<file path="config.mk">
export PLATFORM = sky130hd
export DESIGN_NAME = flp_accum
export DESIGN_NICKNAME = d
export VERILOG_FILES = /design/src/rtl/flp_accum.sv
export SDC_FILE = /design/constraint.sdc
export NUM_CORES = 1
export LEC_CHECK = 0
export ABC_AREA = 1
export CAP_MARGIN = 10
export CORE_UTILIZATION = 45
export CTS_CLUSTER_DIAMETER = 80
export DETAILED_ROUTE_END_ITERATION = 10
export GPL_TIMING_DRIVEN = 0
export PLACE_DENSITY = 0.67
export SLEW_MARGIN = 20
export SYNTH_ARGS = -nofsm -noshare
export SYNTH_HDL_FRONTEND = slang
export SYNTH_SLANG_ARGS = --single-unit
export TNS_END_PERCENT = 30
</file>
<file path="constraint.sdc">
create_clock -name clk -period 12.01 [get_ports clk]
set_clock_uncertainty 0.15 [all_clocks]
set_input_delay 1.201 -clock clk [delete_from_list [all_inputs] [get_ports clk]]
set_output_delay 1.201 -clock clk [all_outputs]
set_load 0.01 [all_outputs]
</file>
<file path="src/rtl/flp_accum.sv">
// Streaming floating point accumulator: folds a valid/ready operand stream into one
// sum per vector through a single combinational adder, with registered state.

module flp_add_test #(
  parameter int EWIDTH  = 8,
  parameter int SWIDTH  = 23,
  parameter int RSWIDTH = 2
) (
  input  logic [EWIDTH+SWIDTH:0] a,
  input  logic [EWIDTH+SWIDTH:0] b,
  output logic [EWIDTH+SWIDTH:0] y
);
  localparam int FWIDTH = 1 + EWIDTH + SWIDTH;
  // hidden bit + stored significand + rounding bits + sticky bit
  localparam int MW = SWIDTH + RSWIDTH + 2;
  localparam logic [EWIDTH-1:0] EMAX = '1;
  localparam logic signed [EWIDTH+1:0] EONE  = 1;
  localparam logic signed [EWIDTH+1:0] EZERO = '0;
  localparam logic signed [EWIDTH+1:0] EINF  = signed'({2'b00, EMAX});
  localparam logic [FWIDTH-1:0] QNAN = {1'b0, EMAX, 1'b1, {(SWIDTH-1){1'b0}}};

  logic              sa, sb, sl, ss, swap, found, guard, rest, up;
  logic              a_nan, b_nan, a_inf, b_inf, a_zero, b_zero;
  logic [EWIDTH-1:0] ea, eb, el, es, diff;
  logic [SWIDTH-1:0] fa, fb, fl, fs, frac;
  logic [MW-1:0]     ml, ms, norm;
  logic [2*MW-1:0]   wide;
  logic [MW:0]       sum;
  logic [EWIDTH+1:0] lz;
  logic signed [EWIDTH+1:0] ex;
  logic [SWIDTH:0]   mant;
  logic [SWIDTH+1:0] mant_r;

  always_comb begin
    sa = a[FWIDTH-1]; ea = a[FWIDTH-2:SWIDTH]; fa = a[SWIDTH-1:0];
    sb = b[FWIDTH-1]; eb = b[FWIDTH-2:SWIDTH]; fb = b[SWIDTH-1:0];
    a_nan  = (ea == EMAX) && (fa != '0);
    b_nan  = (eb == EMAX) && (fb != '0);
    a_inf  = (ea == EMAX) && (fa == '0);
    b_inf  = (eb == EMAX) && (fb == '0);
    a_zero = (ea == '0);
    b_zero = (eb == '0);

    // Order operands by magnitude so the subtraction never goes negative.
    swap = {eb, fb} > {ea, fa};
    sl = swap ? sb : sa;  el = swap ? eb : ea;  fl = swap ? fb : fa;
    ss = swap ? sa : sb;  es = swap ? ea : eb;  fs = swap ? fa : fb;
    diff = el - es;

    ml   = {1'b1, fl, {(RSWIDTH+1){1'b0}}};
    wide = {1'b1, fs, {(RSWIDTH+1){1'b0}}, {MW{1'b0}}} >> diff;
    if (int'(diff) >= MW) ms = {{(MW-1){1'b0}}, 1'b1};
    else                  ms = wide[2*MW-1:MW] | {{(MW-1){1'b0}}, |wide[MW-1:0]};

    sum = (sl == ss) ? ({1'b0, ml} + {1'b0, ms}) : ({1'b0, ml} - {1'b0, ms});

    lz = '0;
    found = 1'b0;
    for (int i = MW - 1; i >= 0; i--) begin
      if (!found && sum[i]) begin
        found = 1'b1;
        lz = (EWIDTH+2)'(MW - 1 - i);
      end
    end

    ex = signed'({2'b00, el});
    if (sum[MW]) begin
      norm = sum[MW:1] | {{(MW-1){1'b0}}, sum[0]};
      ex = ex + EONE;
    end else begin
      norm = sum[MW-1:0] << lz;
      ex = ex - signed'(lz);
    end

    // Round to nearest, ties to even.
    mant   = norm[MW-1:RSWIDTH+1];
    guard  = norm[RSWIDTH];
    rest   = |norm[RSWIDTH-1:0];
    up     = guard & (rest | mant[0]);
    mant_r = {1'b0, mant} + {{(SWIDTH+1){1'b0}}, up};
    if (mant_r[SWIDTH+1]) begin
      ex = ex + EONE;
      frac = mant_r[SWIDTH:1];
    end else begin
      frac = mant_r[SWIDTH-1:0];
    end

    if (a_nan || b_nan || (a_inf && b_inf && (sa != sb))) y = QNAN;
    else if (a_inf)                     y = a;
    else if (b_inf)                     y = b;
    else if (a_zero && b_zero)          y = '0;
    else if (a_zero)                    y = b;
    else if (b_zero)                    y = a;
    else if (sum == '0 || ex <= EZERO)  y = '0;
    else if (ex >= EINF)                y = {sl, EMAX, {SWIDTH{1'b0}}};
    else                                y = {sl, ex[EWIDTH-1:0], frac};
  end
endmodule

module flp_accum #(
  parameter int EWIDTH  = 8,
  parameter int SWIDTH  = 23,
  parameter int RSWIDTH = 2,
  parameter int CWIDTH  = 16
) (
  input  logic                     clk,
  input  logic                     rst,
  input  logic                     i_valid,
  input  logic [EWIDTH+SWIDTH:0]   i_data,
  input  logic                     i_last,
  output logic                     o_ready,
  output logic                     o_valid,
  output logic [EWIDTH+SWIDTH:0]   o_data,
  output logic [CWIDTH-1:0]        o_count,
  input  logic                     i_ready
);
  // Handshake: a beat transfers on a rising edge where valid and ready are both
  // high; o_ready/o_valid come straight from registers, never from i_valid/i_ready.
  localparam int FWIDTH = 1 + EWIDTH + SWIDTH;

  typedef enum logic {ACC, OUT} state_t;
  state_t state;

  logic [FWIDTH-1:0] acc, sum;
  logic [CWIDTH-1:0] count;

  flp_add_test #(.EWIDTH(EWIDTH), .SWIDTH(SWIDTH), .RSWIDTH(RSWIDTH)) u_add (
    .a(acc),
    .b(i_data),
    .y(sum)
  );

  always_ff @(posedge clk or posedge rst) begin
    if (rst) begin
      state   <= ACC;
      acc     <= '0;
      count   <= '0;
      o_ready <= 1'b1;
      o_valid <= 1'b0;
    end else begin
      case (state)
        ACC: if (i_valid) begin
          acc <= sum;
          if (count != '1) count <= count + CWIDTH'(1);
          if (i_last) begin
            state   <= OUT;
            o_ready <= 1'b0;
            o_valid <= 1'b1;
          end
        end
        OUT: if (i_ready) begin
          state   <= ACC;
          acc     <= '0;
          count   <= '0;
          o_ready <= 1'b1;
          o_valid <= 1'b0;
        end
        default: state <= ACC;
      endcase
    end
  end

  assign o_data  = acc;
  assign o_count = count;
endmodule

</file>
==> results of run 1 <==
==> worst min-delay path, delay by kind of cell, from the launching register on <==
kind             cells  cell delay, ns
flip-flops           1            0.38
AND/OR/NAND/NOR      2            0.09
==> timing repair <==
action	CTS	global route
resized for setup	347	161
endpoints found under the setup margin	32	32
hold buffers	0	0
setup buffers	90	36
gates cloned	4	1
pin swaps	92	108
==> area by class of cell <==
class	instances	share of cell area
plain buffers	93	0.03855
clock inverters	3	0.001670
multi-input cells	2023	0.6810
inverters	286	0.06309
diodes	2	0.0002904
well taps	384	0.02788
flip-flops and latches	51	0.07412
repair buffers	217	0.1061
clock buffers	5	0.007260
==> routing by layer <==
layer | share of wire | global-route usage
met1 | 0.42 | 0.5378
met2 | 0.42 | 0.6052
met3 | 0.10 | 0.06912
met4 | 0.049 | 0.1568
met5 | 0 | 0
==> synthesized netlist by cell type, types with 16 or more instances <==
cell / number / share of area
sky130_fd_sc_hd__nand4_1: 52 / 0.024
sky130_fd_sc_hd__o21ai_0: 129 / 0.048
sky130_fd_sc_hd__nand3_1: 351 / 0.13
sky130_fd_sc_hd__nor3_1: 41 / 0.015
sky130_fd_sc_hd__inv_1: 262 / 0.074
sky130_fd_sc_hd__dfrtp_1: 50 / 0.094
sky130_fd_sc_hd__nor2_1: 174 / 0.049
sky130_fd_sc_hd__xor2_1: 45 / 0.030
sky130_fd_sc_hd__nor4_1: 16 / 0.0075
sky130_fd_sc_hd__o21ai_1: 38 / 0.014
sky130_fd_sc_hd__buf_2: 38 / 0.014
sky130_fd_sc_hd__a21oi_1: 124 / 0.047
sky130_fd_sc_hd__ha_1: 88 / 0.083
sky130_fd_sc_hd__nand2_1: 812 / 0.23
sky130_fd_sc_hd__buf_4: 24 / 0.014
sky130_fd_sc_hd__inv_2: 17 / 0.0048
==> path summary, 6_finish.rpt <==
path,start,endpoint,slack [ns],depth (start not counted)
max,i_data[23],o_data[25],-0.39,81
min,o_ready,o_ready,0.32,2
max reg2reg,o_data[22],o_data[25],-0.04,84
min reg2reg,o_ready,o_ready,0.32,2
max in group asynchronous,rst,o_data[4],10.07,2
min in group asynchronous,rst,o_data[26],1.20,2
==> metrics by stage <==
stage	instances	worst slack [ns]	hold WS (ns)	utilization	area (um^2)
2_1_floorplan	2454	0.4335	0.3195	-	13320
3_3_place_gp	2924	-2.945	0.3079	0.5067	14660
3_5_place_dp	2924	-3.111	0.3067	0.5067	14660
4_1_cts	3026	-0.3928	0.3202	0.5657	16370
5_1_grt	3062	-1.045	0.3352	0.5955	17230
6_report	3064	-0.3944	0.3194	0.5957	17240
==> state kept, by name, summed over array words and instances (netlist names) <==
name	cells
o_data	32
o_count	16
o_ready	1
o_valid	1
state	1
==> cells by family (layout without fill, tap and decap cells) <==
logic type,Yosys count,in the layout,synth area share
flops,51,51,0.09591
other cells,0,2,0
compound gates,364,364,0.1536
buf+inv,380,604,0.1261
xor+xnor,53,53,0.03542
fa+ha+maj,90,90,0.08567
simple gates,1516,1516,0.5033
==> run summary, run 1 <==
PLACEMENT
-------------------------------------------------------------------------------
Final RePlAce weighted congestion                                         1.038
Port buffer count                                                            86
HPWL after detailed placement                                          48180 um

YOSYS
-------------------------------------------------------------------------------
Commonest register cell after synthesis                            sky130_fd_sc_hd__dfrtp_1
Flop and latch count out of synthesis                                        51
Area of the mapped netlist                                           13320 um^2
Synth Area per Inst                                                  5.427 um^2
Ys Warns                                                                      0
Cells after synthesis                                                      2454
Synth Net Count                                                            2581
Part of the Yosys area used for sequential elements                     0.09591
Post-synth EDFFs                                                              0
Ys async rst share                                                        1.000
Synth cell types                                                             72

DETAILED ROUTING
-------------------------------------------------------------------------------
Drt pass-1 iters                                                              8
Drt via density                                                           6.026
Detailed-route wire length                                             62000 um
First-iteration detailed-routing DRC count                                 2554
Drc violations                                                                0
Number of vias in the routed layout                                       18460
Per-cell routed wire length                                            20.23 um
Final ANT Viol Nets                                                           0

JOB
-------------------------------------------------------------------------------
MaxCap Viol Count                                                             0

SETUP PATH
-------------------------------------------------------------------------------
Sum of buffers and inverters on the critical path                            13
Worst-path fanout max                                                        10
Cell seen most often among critical-path stages                    sky130_fd_sc_hd__nand2_1
Critical path start-end classification                                in -> reg
Crit-path leading delay family                                     simple AND/OR/NAND/NOR gates
Critical-path top delay cell                                       sky130_fd_sc_hd__or3b_2
Data arrival, critical path                                            12.46 ns
Kind of end point of the critical path                                     flop
Startpoint Class                                                   primary input
Critical path data required time                                       12.06 ns
CP max stage delay                                                      0.54 ns

LAYOUT
-------------------------------------------------------------------------------
Fin nets                                                                   2804
Share of cells above drive strength 1                                    0.2091
Area growth from synthesis to final layout                               29.40%
Sequential cell area                                                  1277 um^2
Commonest non-fill, non-tap cell in the layout                     sky130_fd_sc_hd__nand2_1
Commonest cells after routing, fill and taps aside                 sky130_fd_sc_hd__nand2_1, sky130_fd_sc_hd__nand3_1, sky130_fd_sc_hd__inv_1
Multi-input gate area                                                11740 um^2
Number of fill cells in the layout                                         2901

TIMING
-------------------------------------------------------------------------------
Setup Total Neg Slack                                                 -11.15 ns
Pins Over Slew Limit                                                          0
Achievable Freq                                                     0.08062 GHz
Number of setup violations in the final report                               32
Ratio of final minimum period to clock period                             1.033
Final Worst Setup Slack                                              -0.3944 ns
Min cycle time layout                                                  12.40 ns
RSZ-0062 raised after global routing                                        yes
Max-slew headroom                                                        0.2584
Slew at the pin closest to its max-slew limit                          1.101 ns
Number of endpoints with negative hold slack in the final report              0

FLOORPLAN
-------------------------------------------------------------------------------
Core area                                                            28940 um^2
Die area                                                             30290 um^2
Horizontal die dimension                                               174.0 um
I/O pins                                                                     87
Initial core utilization                                                 0.4603
Number of cell rows                                                          62
Chip Height                                                            174.0 um

CLOCK NETWORK
-------------------------------------------------------------------------------
Clock insertion delay at the later pin of the skew report               0.31 ns
Max H-tree Level                                                              2
Clock tree from TritonCTS                                                   yes
Clock Sinks                                                                  51
Clock buffer depth                                                            2
Clock tree root driver cell                                        sky130_fd_sc_hd__clkbuf_16
CTS clk-pin slew, worst paths                                           0.08 ns
Number of buffers created by CTS                                              5

WORST HOLD PATH
-------------------------------------------------------------------------------
Hold WC Path Type                                                    reg -> reg

GLOBAL ROUTE
-------------------------------------------------------------------------------
Via count of the first global-routing pass                                16780
Total global routing overflow                                                 0
Global Route Usage Sum                                                   0.3921
Initial antenna violation count                                               2
First-pass GRT wire length                                             93550 um
Maximum number of pins on one net before global-route repair                 52

OUTCOME
-------------------------------------------------------------------------------
Result of the run                                                  finished, violations left
Failing checks                                                     setup timing

Power of run 1 is left out: the tool's default activity adds up to more than one toggle a clock period on the data nets, which glitch-free logic cannot reach.
==> run 2, diff against run 1 <==
- CORE_MARGIN: not set -> 4
==> run 2 against run 1 <==
  * The run still ends with setup timing left
  * Final cell count decreased by 0.39%
  * Cell area decreased by 0.69%
  * Clock-buffer cell count unchanged
  * Register-to-register slack improved by 0.21 ns
  * Worst setup slack improved by 0.17 ns
  * Critical endpoint is now o_data[11]
  * Largest cell class unchanged
==> run summary, run 2 (same netlist as run 1, synthesis figures left out) <==
FLOORPLAN
--------------------------------------------------------------------------------
Core area                                                             28940 um^2
Die area                                                              32410 um^2
Chip Height                                                             180.0 um
Initial core utilization                                                  0.4603
Horizontal die dimension                                                180.0 um
I/O pins                                                                      87
Number of cell rows                                                           62

LAYOUT
--------------------------------------------------------------------------------
Area growth from synthesis to final layout                                28.51%
Number of fill cells in the layout                                          2953
Share of cells above drive strength 1                                     0.1984
Fin nets                                                                    2793
Area of all placed cells without fillers                              17120 um^2
Final standard cell count with taps included and fillers excluded           3052
Commonest cells after routing, fill and taps aside                  sky130_fd_sc_hd__nand2_1, sky130_fd_sc_hd__nand3_1, sky130_fd_sc_hd__inv_1
Number of flip-flops under the largest register name                          32
Commonest non-fill, non-tap cell in the layout                      sky130_fd_sc_hd__nand2_1

WORST HOLD PATH
--------------------------------------------------------------------------------
Hold WC Path Type                                                     reg -> reg

TIMING
--------------------------------------------------------------------------------
Final Worst Setup Slack                                               -0.2266 ns
Number of setup violations in the final report                                30
Ratio of final minimum period to clock period                              1.019
RSZ-0062 raised after global routing                                         yes
Setup Total Neg Slack                                                  -4.296 ns
Pins Over Slew Limit                                                           0
Achievable Freq                                                      0.08172 GHz
Slew at the pin closest to its max-slew limit                           1.101 ns
Max-slew headroom                                                         0.2581
Min cycle time layout                                                   12.24 ns
Number of endpoints with negative hold slack in the final report               0

DETAILED ROUTING
--------------------------------------------------------------------------------
Drt via density                                                            5.983
Drt pass-1 iters                                                               9
Per-cell routed wire length                                             19.80 um
Detailed-route wire length                                              60440 um
Number of vias in the routed layout                                        18260
Final ANT Viol Nets                                                            0
First-iteration detailed-routing DRC count                                  2294
Drc violations                                                                 0

CLOCK NETWORK
--------------------------------------------------------------------------------
Number of hold buffers added after CTS                                         0
Clock Sinks                                                                   51
Number of buffers created by CTS                                               5
Clock insertion delay at the later pin of the skew report                0.31 ns
Clock buffer depth                                                             2
Clock tree root driver cell                                         sky130_fd_sc_hd__clkbuf_16
Max H-tree Level                                                               2
CTS clk-pin slew, worst paths                                            0.08 ns
Clock tree from TritonCTS                                                    yes

PLACEMENT
--------------------------------------------------------------------------------
Final RePlAce weighted congestion                                          1.031
Placed inst area                                                      14660 um^2
Worst slack, placed                                                    -3.179 ns
Port buffer count                                                             86
Placed Cells incl. Taps                                                     2924
HPWL after detailed placement                                           47060 um

GLOBAL ROUTE
--------------------------------------------------------------------------------
Global Route Usage Sum                                                    0.3447
Via count of the first global-routing pass                                 16590
Maximum number of pins on one net before global-route repair                  52
Total global routing overflow                                                  0
First-pass GRT wire length                                              91350 um
Initial antenna violation count                                                2

OUTCOME
--------------------------------------------------------------------------------
Failing checks                                                      setup timing
Result of the run                                                   finished, violations left

SETUP PATH
--------------------------------------------------------------------------------
Kind of end point of the critical path                                      flop
Critical path start-end classification                                 in -> reg
Worst-path fanout max                                                         10
Startpoint Class                                                    primary input
CP max stage delay                                                       0.44 ns
Data arrival, critical path                                             12.29 ns
Critical-path top delay cell                                        sky130_fd_sc_hd__ha_1
Cell seen most often among critical-path stages                     sky130_fd_sc_hd__nand2_1
Critical path data required time                                        12.06 ns

JOB
--------------------------------------------------------------------------------
MaxCap Viol Count                                                              0

[run 2: changes by cell type in the layout (fill, tap and decap cells not counted), sizes merged]
cell,change
bufinv,+1
diode,-1
buf,-10
clkinv,-1
clkdlybuf4s15,-1
[run 2: layout make-up]
type                    count  area, um^2  area share
multi-input cells        2023       11650      0.6804
repair buffers            206        1794      0.1048
flip-flops and latches     51        1277     0.07463
inverters                 286        1082     0.06323
plain buffers              93       661.9     0.03867
well taps                 384       480.5     0.02807
clock buffers               5       125.1    0.007310
clock inverters             3       46.29    0.002705
diodes                      1       2.502   0.0001462
[run 2: worst paths after layout]
path,from,to,slack (ns),cells after the start
max in group asynchronous,rst,o_data[18],10.07,2
worst min register to register,o_ready,o_ready,0.32,2
worst max register to register,o_data[22],o_data[11],0.17,81
min in group asynchronous,rst,o_data[26],1.19,2
worst min-delay path,o_ready,o_ready,0.32,2
worst max-delay path,i_data[14],o_data[11],-0.23,83
[run 2: worst max-delay path: cells and delay by family]
family / cells / cell delay, ns
buffers and inverters: 16 / 2.18
XOR/XNOR: 1 / 0.14
adder cells (fa/ha/maj): 5 / 1.48
AO/OA/AOI/OAI: 10 / 1.58
AND/OR/NAND/NOR: 51 / 5.64
[run 2: routing by layer]
layer	track usage	vias to the layer above	wire, um
li1	-	8511	-
met1	0.4737	8460	25060
met2	0.5374	1104	26230
met3	0.06278	184	6225
met4	0.1352	2	2903
met5	0	-	20
[run 2: through the flow]
step | utilization | hold slack (ns)
finish | 0.5915 | 0.3192
global route | 0.5915 | 0.3530
CTS | 0.5615 | 0.3256
detailed placement | 0.5067 | 0.3150
global placement | 0.5067 | 0.3031
floorplan | - | 0.3195
[run 2: what timing repair did]
action	in CTS	in global routing
pin swaps	89	119
setup endpoints to repair	32	32
gates cloned	2	1
setup buffers	80	38
resized for setup	330	169
Power of run 2 is left out for the same reason.
